$ cat config.mk
export PLATFORM = sky130hd
export DESIGN_NAME = delta_run_ctrl
export DESIGN_NICKNAME = d
export VERILOG_FILES = /design/src/rtl/delta_run_ctrl.sv
export SDC_FILE = /design/constraint.sdc
export NUM_CORES = 1
export LEC_CHECK = 0
export CAP_MARGIN = 10
export CELL_PAD_IN_SITES_DETAIL_PLACEMENT = 1
export CELL_PAD_IN_SITES_GLOBAL_PLACEMENT = 1
export CORE_AREA = 4 4 198 200
export CTS_CLUSTER_DIAMETER = 30
export DETAILED_ROUTE_END_ITERATION = 16
export DIE_AREA = 0 0 202 204
export PLACE_DENSITY = 0.88
export SLEW_MARGIN = 15
export SYNTH_ARGS = -nofsm -noshare
export SYNTH_HDL_FRONTEND = slang
export SYNTH_SLANG_ARGS = --single-unit
$ cat constraint.sdc
create_clock -name clk -period 14.7 [get_ports clk]
set_input_delay 2.94 -clock clk [delete_from_list [all_inputs] [get_ports clk]]
set_output_delay 2.94 -clock clk [all_outputs]
set_load 0.02 [all_outputs]
$ cat src/rtl/delta_run_ctrl.sv
// delta_run_ctrl: plays back a small table of trigger-generator burst
// configurations in order, counting generator trig pulses per burst.
module delta_run_ctrl #(
    parameter int unsigned NSTEP = 4,
    parameter int unsigned WD_W  = 24
) (
    input  logic                       clk,
    input  logic                       rst_n,
    input  logic                       start,
    input  logic                       abort,
    input  logic                       cfg_we,
    input  logic [$clog2(NSTEP)-1:0]   cfg_addr,
    input  logic [31:0]                cfg_gap,
    input  logic [15:0]                cfg_ntrig,
    input  logic [15:0]                cfg_npulse,
    input  logic [15:0]                cfg_dead,
    input  logic [$clog2(NSTEP):0]     cfg_nstep,
    input  logic [WD_W-1:0]            cfg_wd,
    input  logic                       gen_trig,
    output logic                       gen_live,
    output logic                       gen_ena,
    output logic [31:0]                gen_gap,
    output logic [15:0]                gen_ntrig,
    output logic                       busy,
    output logic                       done,
    output logic                       wd_err,
    output logic                       cfg_err,
    output logic [$clog2(NSTEP)-1:0]   step_idx,
    output logic [31:0]                pulse_total
);

    localparam int unsigned AW = $clog2(NSTEP);

    typedef logic [AW-1:0] idx_t;
    typedef logic [AW:0]   nstep_t;

    localparam nstep_t NSTEP_V = nstep_t'(NSTEP);

    typedef enum logic [2:0] {
        S_IDLE,
        S_ARM,
        S_RUN,
        S_DEAD,
        S_DONE
    } state_t;

    typedef struct packed {
        logic [31:0] gap;
        logic [15:0] ntrig;
        logic [15:0] npulse;
        logic [15:0] dead;
    } entry_t;

    entry_t          tbl [NSTEP];
    state_t          state;
    state_t          state_nxt;
    idx_t            idx_nxt;
    nstep_t          nstep_q;
    nstep_t          nstep_clamp;
    logic [15:0]     pulse_cnt;
    logic [15:0]     cnt_inc;
    logic [15:0]     dead_cnt;
    logic [15:0]     npulse_cur;
    logic [15:0]     dead_cur;
    logic [WD_W-1:0] wd_cnt;
    logic [WD_W-1:0] wd_inc;
    logic            start_go;
    logic            complete;
    logic            timeout;
    logic            wd_fire;
    logic            dead_end;
    logic            last_step;

    // Table storage: writable only while idle, never cleared by reset.
    always_ff @(posedge clk) begin
        if (cfg_we && state == S_IDLE) begin
            tbl[cfg_addr] <= {cfg_gap, cfg_ntrig, cfg_npulse, cfg_dead};
        end
    end

    // State register.
    always_ff @(posedge clk) begin
        if (!rst_n) begin
            state <= S_IDLE;
        end else begin
            state <= state_nxt;
        end
    end

    // Next-state logic, step index advance and burst completion decisions.
    always_comb begin
        state_nxt   = state;
        idx_nxt     = step_idx;
        npulse_cur  = tbl[step_idx].npulse;
        dead_cur    = tbl[step_idx].dead;
        cnt_inc     = pulse_cnt + 16'(gen_trig);
        wd_inc      = wd_cnt + WD_W'(1);
        start_go    = 1'b0;
        wd_fire     = 1'b0;
        complete    = (npulse_cur != 16'hFFFF) &&
                      ((npulse_cur == 16'd0) || (cnt_inc == npulse_cur));
        timeout     = (cfg_wd != '0) && !gen_trig && (wd_inc >= cfg_wd);
        dead_end    = (17'(dead_cnt) + 17'd1) >= 17'(dead_cur);
        last_step   = (nstep_t'(step_idx) + nstep_t'(1)) == nstep_q;
        nstep_clamp = cfg_nstep;
        if (cfg_nstep == '0) begin
            nstep_clamp = nstep_t'(1);
        end else if (cfg_nstep > NSTEP_V) begin
            nstep_clamp = NSTEP_V;
        end

        case (state)
            S_IDLE: begin
                if (start) begin
                    start_go  = 1'b1;
                    state_nxt = S_ARM;
                    idx_nxt   = '0;
                end
            end
            S_ARM: begin
                state_nxt = S_RUN;
            end
            S_RUN: begin
                if (complete) begin
                    state_nxt = S_DEAD;
                end else if (timeout) begin
                    wd_fire   = 1'b1;
                    state_nxt = S_IDLE;
                end
            end
            S_DEAD: begin
                if (dead_end) begin
                    if (last_step) begin
                        state_nxt = S_DONE;
                    end else begin
                        state_nxt = S_ARM;
                        idx_nxt   = step_idx + idx_t'(1);
                    end
                end
            end
            S_DONE: begin
                state_nxt = S_IDLE;
            end
            default: begin
                state_nxt = S_IDLE;
            end
        endcase

        // Abort overrides every transition and suppresses start.
        if (abort) begin
            state_nxt = S_IDLE;
            idx_nxt   = step_idx;
            start_go  = 1'b0;
            wd_fire   = 1'b0;
        end
    end

    // Datapath counters and registered outputs decoded from the next state.
    always_ff @(posedge clk) begin
        if (!rst_n) begin
            nstep_q     <= '0;
            step_idx    <= '0;
            pulse_cnt   <= '0;
            wd_cnt      <= '0;
            dead_cnt    <= '0;
            pulse_total <= '0;
            gen_gap     <= '0;
            gen_ntrig   <= '0;
            gen_live    <= 1'b0;
            gen_ena     <= 1'b0;
            busy        <= 1'b0;
            done        <= 1'b0;
            wd_err      <= 1'b0;
            cfg_err     <= 1'b0;
        end else begin
            step_idx <= idx_nxt;
            gen_live <= (state_nxt == S_RUN);
            gen_ena  <= (state_nxt == S_RUN);
            busy     <= (state_nxt == S_ARM) || (state_nxt == S_RUN) ||
                        (state_nxt == S_DEAD);
            done     <= (state_nxt == S_DONE);
            cfg_err  <= cfg_we && (state != S_IDLE);

            if (state_nxt == S_ARM) begin
                gen_gap   <= tbl[idx_nxt].gap;
                gen_ntrig <= tbl[idx_nxt].ntrig;
            end

            if (state == S_RUN) begin
                pulse_cnt <= cnt_inc;
                wd_cnt    <= gen_trig ? '0 : wd_inc;
            end else begin
                pulse_cnt <= '0;
                wd_cnt    <= '0;
            end

            dead_cnt <= (state == S_DEAD) ? dead_cnt + 16'd1 : 16'd0;

            if (start_go) begin
                nstep_q     <= nstep_clamp;
                pulse_total <= '0;
                wd_err      <= 1'b0;
            end else if (state == S_RUN && gen_trig) begin
                pulse_total <= pulse_total + 32'd1;
            end

            if (wd_fire) begin
                wd_err <= 1'b1;
            end
        end
    end

endmodule
* Word level (Yosys, flattened, before mapping)
Memories as Yosys holds them, arrays and structs flattened. A register that Yosys moved wholly into a read port is not among the register bits.
Cells that the tools add are included.
** Cells by class
- Equal/unequal tests :: 10
- $lt $le $gt $ge :: 3
- Reductions and logical operators :: 21
- Bitwise logic cells :: 2
- Mux-type cells :: 26
- Add/subtract/negate cells :: 7
** Operators with widths (number)
- adder 32 x 1 -> 32 bit, second input constant :: 1
- adder 24 x 1 -> 24 bit, second input constant :: 1
- greater-or-equal comparator 24 bit :: 1
- two-way mux 3 bit :: 8
- nonzero test 24 bit :: 1
- adder 16 x 1 -> 17 bit, second input constant :: 1
- greater-or-equal comparator 17 x 16 -> 1 bit :: 1
- adder 16 x 1 -> 16 bit :: 1
- adder 16 x 1 -> 16 bit, second input constant :: 1
- equality test 16 bit :: 1
- logical NOT 16 bit :: 1
- inequality test 16 bit, second input constant :: 1
- equality test 3 x 2 -> 1 bit, second input constant :: 4
- one-hot mux 3 bit (4 select lines) :: 1
- two-way mux 1 bit :: 11
- two-way mux 2 bit :: 5
- equality test 3 x 1 -> 1 bit, second input constant :: 2
- logical AND 1 bit :: 6
- logical NOT 3 bit :: 2
- one-hot mux 2 bit (2 select lines) :: 1
- AND reduction 2 bit :: 2
- adder 2 x 1 -> 3 bit, second input constant :: 1
- equality test 3 bit :: 1
- equality test 3 bit, second input constant :: 1
- 9 further kinds :: 13
** Word-level totals
- Bits of input ports :: 115
- Memories :: 1
- Flip-flop bits (word level) :: 101
- RAM bits :: 320
- Output and inout port bits :: 88
- Logic and storage cells :: 82
** Memories
- tbl :: words 4, bits a word 80, rd ports 2, clocked after memory_dff 2, write ports 1, line 54 : entry_t tbl [NSTEP];

* Depth between registers and ports, before layout
Gate-level depths: netlist of the first run.
- Word-level depth :: 10
- Gate-level depth with buffers :: 18
- Depth with buffers taken out :: 15

* Worst setup path after synthesis of the first run
Ideal clock, no wire load.
- Path kind :: in2reg
- Start point :: input cfg_addr[1]
- End point :: memory tbl[0][0] (netlist bit), enable pin
- Setup time :: 0.618 ns
- Arrival :: 8.497 ns
- Stages on the path :: 1
- Slack :: 5.586 ns
- Path through :: nor3_1
** RTL lines
- start: declaration :: line 12 : input logic [$clog2(NSTEP)-1:0] cfg_addr,
- end: declaration :: line 54
Straight into the memory's write port.

* Final worst setup path of the first run
- Start point :: input abort
- End point :: register gen_gap[2] (read register of tbl)
** On the way
- Cells in the longest elaborated chain, start to end :: 2
- Elaborated cells between the ends (all ways) :: 3
- Classes of those cells :: eq/ne: 1; mux: 2
** Ends and longest elaborated chain
- start: declaration :: line 10 : input logic abort,
- two-way mux 3 bit :: line 150 : if (abort) begin
- equality test 3 x 1 -> 1 bit :: line 184 : if (state_nxt == S_ARM) begin
- end: declaration :: line 22 : output logic [31:0] gen_gap,
Several ways; a longest one is shown, not always the timed one.
A chain may end at the register's enable or synchronous reset.

==> metrics.csv, run 1 <==
stage,metric,value,unit
status,status,completed,
final_layout,nets,1741,
power_and_ir_drop,leakage,9.34,nW
clock_network,cts_setup_buffers,0,
routing,first_pass_iters,5,
worst_setup_path,critPathMaxStageDelay,0.83,ns
timing,tns,0,ns
final_layout,drive_gt1_frac,0.135,
worst_setup_path,critPathBufInv,3,
yosys,seq_area_frac_synth,0.666,
floorplanning,die_w,202,microns
floorplanning,fp-row-count,71,
floorplanning,io_pins,203,
clock_network,clockBufferDepth,3,
worst_setup_path,end_kind,flip-flop,
worst_setup_path,crit_start,abort,
clock_network,htree_levels,3,
place,place_area,21500,sq um
floorplanning,fp.dieH,204,microns
yosys,ys_types,60,
global_route,grt_max_degree,56,
yosys,synth_area_leader_cell,edfxtp_1,
final_layout,utilization,0.661,
timing,finalSetupViolCount,0,
power_and_ir_drop,clkPwrFrac,0.576,
power_and_ir_drop,netSwitchingFraction,0.221,
worst_setup_path,cp.arrival,6.53,ns
clock_network,cts_hold_buffers,0,
yosys,netlist_top_cells_area,"edfxtp_1, dfxtp_1, mux2i_1",
power_and_ir_drop,p_switching,0.831,mW
place,dp_hpwl,29000,microns
power_and_ir_drop,ir_worst_vdd,148,uV
routing,finalWirelength,50200,microns
worst_setup_path,cp_common_cell,buf_4,
power_and_ir_drop,pwr-share-comb,0.035,
global_route,grt-ovfl-total,0,
routing,viasPerCell,5.57,
global_route,grt_pass1_vias,13700,
timing,worst_pin_slew,0.980,ns
worst_hold_path,hp-class,flip-flop to flip-flop,
yosys,synthCells,1315,
yosys,syn_area_per_cell,14.4,sq um
yosys,synth_nets,1476,
worst_hold_path,holdCritStartpoint,gen_gap[4]$_SDFFE_PN0N_,
global_route,grt_pass1_wl,78300,microns
timing,slew_headroom,0.347,
clock_network,cts_made_buffers,91,
place,port-buffer-count,202,
global_route,antenna_found_initial,4,
worst_setup_path,crit_family,buffers and inverters,
place,place.gp.congestion,0.845,
timing,rsz0062_at_grt,no,
power_and_ir_drop,p_int,2.94,mW
yosys,synthesis.area,18900,sq um
routing,wl_per_cell,23.1,microns
timing,post-route-min-period,6.10,ns
timing,fin_skew,0.0256,ns
clock_network,ctsResizeCount,0,
worst_setup_path,rr_startpoint,dead_cnt[2]$_SDFF_PN0_,
worst_setup_path,slowest_stage,buf_4,
worst_setup_path,start_kind,input pin,
yosys,yosysMostFrequentCell,edfxtp_1,
routing,drt_iter0_markers,759,
yosys,synth_top_area_share,0.508,
final_layout,final_area,24700,sq um
floorplanning,start_util,0.505,
yosys,yosys_warnings,0,
worst_setup_path,cp.required,15.14,ns
clock_network,tritoncts,done,
global_route,grt.total_usage,0.243,
clock_network,clock_latency,0.62,ns
yosys,synth_common_cells,"edfxtp_1, dfxtp_1, mux2i_1, nand2_1, nor2_1",
yosys,synthArstFlopShare,0,
worst_setup_path,path_max_fanout,55,
yosys,synth_edf_count,320,
final_layout,syn2layout_area_growth,30.8,%
floorplanning,dieArea,41200,sq um
routing,drc,0,
power_and_ir_drop,pwr-share-seq,0.389,
timing,min_period_over_period,0.415,
clock_network,clock_sinks,469,
clock_network,clk_pin_slew,0.05,ns
final_layout,fill_cells,3367,
timing,drv_slew,0,
timing,hold_violations,0,
floorplanning,core,37400,sq um
worst_setup_path,crit_path_cell_trace,clkdlybuf4s50_1 > nand3b_1 > and2_1 > mux2i_4 > buf_4 > buf_4 > mux2i_1 > o221ai_1,
worst_setup_path,crit_type,input pin to flip-flop,
routing,ant_nets,0,
yosys,ys_seq_elements,469,
power_and_ir_drop,p_per_area,153,nW/um^2
yosys,synth_ff_type,edfxtp_1,
clock_network,root_buffer,clkbuf_16,
timing,fmax,164,MHz
job,maxCapViolCount,0,
routing,vias,12100,
cell families (layout without fill, tap and decap cells):
family,count (synthesis),count (layout),share of synthesized area
DFF,469,469,0.666
and+or+nand+nor,358,358,0.0956
muxes,134,134,0.0916
AOI/OAI and AO/OA,106,106,0.0440
buffers and inverters,103,447,0.0263
xor gates and xnor gates,99,99,0.0459
adders and majority gates,46,46,0.0304
other,0,1,0
power groups by stage:
stage | sequential (mW) | clock [mW] | combinational, mW
after floorplan | 1.50 | 0 | 0.0419
after global placement | 1.49 | 0 | 0.124
after detailed placement | 1.49 | 0 | 0.129
after CTS | 1.47 | 2.21 | 0.132
after global routing | 1.47 | 2.28 | 0.141
final | 1.47 | 2.17 | 0.132
stage by stage:
stage | instances | total power [mW] | hold slack (ns) | setup WS (ns)
6_report | 2171 | 3.77 | 0.463 | 8.60
4_1_cts | 2170 | 3.81 | 0.473 | 8.71
5_1_grt | 2171 | 3.89 | 0.511 | 8.44
3_5_place_dp | 1998 | 1.62 | 0.458 | 8.17
3_3_place_gp | 1998 | 1.61 | 0.446 | 8.34
2_1_floorplan | 1315 | 1.54 | 0.441 | 5.59
worst reg2reg max path, cell delays in order (launching register included):
cell and delay, ns:
dfxtp_1 0.42, and4_1 0.26, and3_1 0.28, nand4_1 0.27, nor3_1 0.29, xor2_1 0.29, ha_1 0.31, nand3_1 0.12
nor4_1 0.06, a41oi_1 0.39, o31ai_4 0.18, o211ai_2 0.38, mux2i_4 0.28, buf_4 0.62, buf_4 0.86, mux2i_1 0.44
o221ai_1 0.20
path summary, 6_finish.rpt:
check,end,slack (ns),cells after the start
worst max-delay path,gen_gap[2]$_SDFFE_PN0N_,8.60,8
worst min-delay path,gen_gap[4]$_SDFFE_PN0N_,0.46,2
worst max register to register,gen_gap[2]$_SDFFE_PN0N_,8.88,16
worst min register to register,gen_gap[4]$_SDFFE_PN0N_,0.46,2
final cells by class:
type                            count  area (sq um)  share of cell area
Antenna cell                        1          2.50            0.000101
Clock buffer                      106          2380              0.0964
Clock inverter                     66           881              0.0356
Inverter                           57           214             0.00866
Multi-Input combinational cell    743          5860               0.237
Sequential cell                   469         12600               0.510
Tap cell                          511           639              0.0259
Timing Repair Buffer              218          2140              0.0867
state kept, by name, indices dropped and copies added, names as in the netlist, 2 cells and up:
signal       flops
tbl            320
wd_cnt          24
nstep_q          3
state            3
gen_gap         32
pulse_total     32
step_idx         2
gen_ntrig       16
dead_cnt        16
pulse_cnt       16
routing by layer:
metal,wire length (microns),track usage,vias up,part of all wire
met2,25900,0.432,382,0.52
met1,19900,0.284,6109,0.40
li1,-,-,5487,-
met3,2980,0.0633,98,0.059
met5,39,0,-,0.00078
met4,1410,0.0942,6,0.028
cells in the final DEF, fill, tap and decap left out, types with 18 or more instances in the layout:
cell	netlist	final
xnor2_1	56	56
and3_1	18	18
nand2_1	85	84
inv_1	57	57
nor2b_1	48	47
ha_1	46	46
o221ai_1	50	50
nand4_1	27	27
clkdlybuf4s50_1	0	202
dfxtp_1	149	147
xor2_1	43	43
mux2i_1	101	100
mux4_2	31	31
clkbuf_16	0	91
edfxtp_1	320	320
nand3_1	36	36
nor2_1	83	81
(Power assumes the default switching activity.)
==> run 2: changes to the inputs <==
--- a/config.mk
+++ b/config.mk
@@ -8,11 +8,11 @@
 export CAP_MARGIN = 10
 export CELL_PAD_IN_SITES_DETAIL_PLACEMENT = 1
 export CELL_PAD_IN_SITES_GLOBAL_PLACEMENT = 1
-export CORE_AREA = 4 4 198 200
+export CORE_AREA = 4 4 206 208
 export CTS_CLUSTER_DIAMETER = 30
 export DETAILED_ROUTE_END_ITERATION = 16
-export DIE_AREA = 0 0 202 204
-export PLACE_DENSITY = 0.88
+export DIE_AREA = 0 0 210 212
+export PLACE_DENSITY = 0.82
 export SLEW_MARGIN = 15
 export SYNTH_ARGS = -nofsm -noshare
 export SYNTH_HDL_FRONTEND = slang
==> constraint.sdc (replaced) <==
create_clock -name clk -period 5.78 [get_ports clk]
set_input_delay 1.156 -clock clk [delete_from_list [all_inputs] [get_ports clk]]
set_output_delay 1.156 -clock clk [all_outputs]
set_load 0.02 [all_outputs]
==> run 2 against run 1 <==
Utilization shrank 4.9 points. Clock power grew to 2.5 times the previous value. Combinational power grew to 2.5 times the previous value. Cell count grew 1.2%. Sequential cell count is the same. Critical path type is now flip-flop to flip-flop. Critical endpoint is now gen_ntrig[10]$_SDFFE_PN0N_. Largest power group unchanged. Highest routed layer unchanged.
==> metrics.csv, run 2 (same netlist as run 1, synthesis figures left out) <==
stage,metric,value,unit,change
clock_network,clockBufferDepth,3,,unchanged
routing,first_pass_iters,5,,unchanged
power_and_ir_drop,p_switching,2.03,mW,+140%
floorplanning,die_w,210,microns,+4.0%
timing,drv_slew,0,,unchanged
final_layout,largest_register_ff_count,320,,unchanged
timing,slew_headroom,0.264,,-0.0826
clock_network,cts_setup_buffers,0,,unchanged
power_and_ir_drop,p_int,7.51,mW,+160%
timing,tns,0,ns,unchanged
worst_setup_path,start_kind,flip-flop,,
clock_network,root_buffer,clkbuf_16,,
final_layout,syn2layout_area_growth,31.2,%,
power_and_ir_drop,finalPower,9.55,mW,+150%
floorplanning,start_util,0.466,,-0.0393
routing,drt_iter0_markers,696,,-8.3%
worst_setup_path,path_max_fanout,36,,-35%
global_route,grt-ovfl-total,0,,unchanged
floorplanning,fp-row-count,74,,+4.2%
timing,hold_violations,0,,unchanged
floorplanning,core,40600,sq um,+8.4%
power_and_ir_drop,netSwitchingFraction,0.213,,-0.00767
timing,whs,0.471,ns,+0.00791 ns
power_and_ir_drop,p_per_area,385,nW/um^2,+150%
place,dp_hpwl,29000,microns,-0.11%
timing,fin_skew,0.0361,ns,+0.0106 ns
timing,rsz0062_at_grt,no,,
status,status,completed,,
routing,viasPerCell,5.39,,-3.2%
worst_setup_path,critPathMaxStageDelay,0.72,ns,-0.11 ns
power_and_ir_drop,pwr-share-seq,0.391,,+0.002
place,place.gp.congestion,0.840,,-0.67%
final_layout,regMostFlops,tbl,,
worst_setup_path,cp.required,6.21,ns,-8.93 ns
global_route,grt_pass1_vias,13400,,-2.1%
timing,post-route-min-period,4.59,ns,
worst_setup_path,end_kind,flip-flop,,
clock_network,cts_made_buffers,95,,+4.4%
routing,drc,0,,unchanged
final_layout,fin_cells,2197,,+1.2%
global_route,grt.total_usage,0.218,,-0.0255
worst_setup_path,slowest_stage,nand2_2,,
clock_network,ctsResizeCount,0,,unchanged
clock_network,htree_levels,3,,unchanged
place,port-buffer-count,202,,unchanged
timing,finalSetupViolCount,0,,unchanged
power_and_ir_drop,pwr-share-comb,0.035,,about the same
routing,wl_per_cell,22.0,microns,-4.9%
power_and_ir_drop,ir_worst_vdd,339,uV,+130%
final_layout,drive_gt1_frac,0.133,,-0.00153
clock_network,clk_pin_slew,0.05,ns,about the same
global_route,grt_max_degree,98,,+75%
timing,worst_pin_slew,1.10,ns,+0.121 ns
final_layout,reg_top3,"tbl x320, gen_gap x32, pulse_total x32",,
worst_hold_path,hp-class,flip-flop to flip-flop,,
routing,ant_nets,0,,unchanged
floorplanning,dieArea,44500,sq um,+8.0%
global_route,grt_pass1_wl,75900,microns,-3.1%
floorplanning,io_pins,203,,unchanged
clock_network,clock_sinks,469,,unchanged
worst_setup_path,crit_path_cell_trace,and4_1 > and3_1 > nand4_1 > nor3_1 > xor2_1 > ha_1 > nand3_1 > nor4_1 > a41oi_1 > o31ai_4 > o211ai_2 > o21ai_1 > nand2_2 > buf_4 > o221ai_1,,
floorplanning,fp.dieH,212,microns,+3.9%
routing,vias,11800,,-2.1%
clock_network,cts_hold_buffers,0,,unchanged
power_and_ir_drop,clkPwrFrac,0.574,,-0.002
worst_setup_path,cp.arrival,5.03,ns,-1.50 ns
power_and_ir_drop,leakage,9.39,nW,+0.49%
clock_network,tritoncts,done,,
worst_setup_path,crit_type,flip-flop to flip-flop,,
timing,fmax,218,MHz,
final_layout,layout_common_cells,"edfxtp_1, clkdlybuf4s50_1, dfxtp_1",,
final_layout,layout_commonest_cell,edfxtp_1,,
place,dp_cells,2018,,+1.0%
timing,min_period_over_period,0.794,,
clock_network,clock_latency,0.62,ns,about the same
final_layout,nets,1744,,+0.17%
global_route,antenna_found_initial,3,,-1
job,maxCapViolCount,0,,unchanged
routing,finalWirelength,48300,microns,-3.8%
run 2: area by class of cell:
| type | count | area (sq um) |
|---|---|---|
| fillers | 3778 | 15800 |
| well taps | 532 | 666 |
| diodes | 2 | 5.00 |
| multi-input cells | 743 | 5870 |
| repair buffers | 217 | 2170 |
| clock inverters | 58 | 722 |
| clock buffers | 119 | 2550 |
| inverters | 57 | 214 |
| flip-flops and latches | 469 | 12600 |
run 2: power groups by stage:
stage	sequential, mW	clock [mW]	combinational [mW]
floorplan	3.80	0	0.107
global placement	3.78	0	0.318
detailed placement	3.79	0	0.330
CTS	3.73	5.58	0.337
global route	3.73	5.77	0.359
finish	3.73	5.48	0.333
run 2: per-layer routing:
metal	up-vias	share of wire	global-route usage
met1	5980	0.40	0.253
li1	5485	-	-
met5	-	0.00029	0
met4	4	0.015	0.0569
met2	298	0.53	0.397
met3	66	0.062	0.0626
run 2: path summary, 6_finish.rpt:
kind                           start                         end  slack, ns  depth (start not counted)
max           dead_cnt[2]$_SDFF_PN0_  gen_ntrig[10]$_SDFFE_PN0N_       1.19                         15
min          gen_gap[6]$_SDFFE_PN0N_     gen_gap[6]$_SDFFE_PN0N_       0.47                          2
max reg2reg   dead_cnt[2]$_SDFF_PN0_  gen_ntrig[10]$_SDFFE_PN0N_       1.19                         15
min reg2reg  gen_gap[6]$_SDFFE_PN0N_     gen_gap[6]$_SDFFE_PN0N_       0.47                          2
run 2: metrics by stage:
| step | utilization | area (sq um) | setup WS [ns] |
|---|---|---|---|
| after floorplan | - | 18900 | 0.668 |
| after global placement | 0.531 | 21500 | 1.44 |
| after detailed placement | 0.531 | 21500 | 1.24 |
| after CTS | 0.611 | 24800 | 1.19 |
| after global routing | 0.611 | 24800 | 0.817 |
| final | 0.611 | 24800 | 1.19 |
run 2: worst max-delay path: cells and delay by family, from the launching register on:
| family | cells | cell delay, ns |
|---|---|---|
| xor+xnor | 1 | 0.24 |
| flops | 1 | 0.41 |
| compound gates | 5 | 1.13 |
| fa+ha+maj | 1 | 0.29 |
| simple gates | 7 | 1.95 |
| buf+inv | 1 | 0.36 |
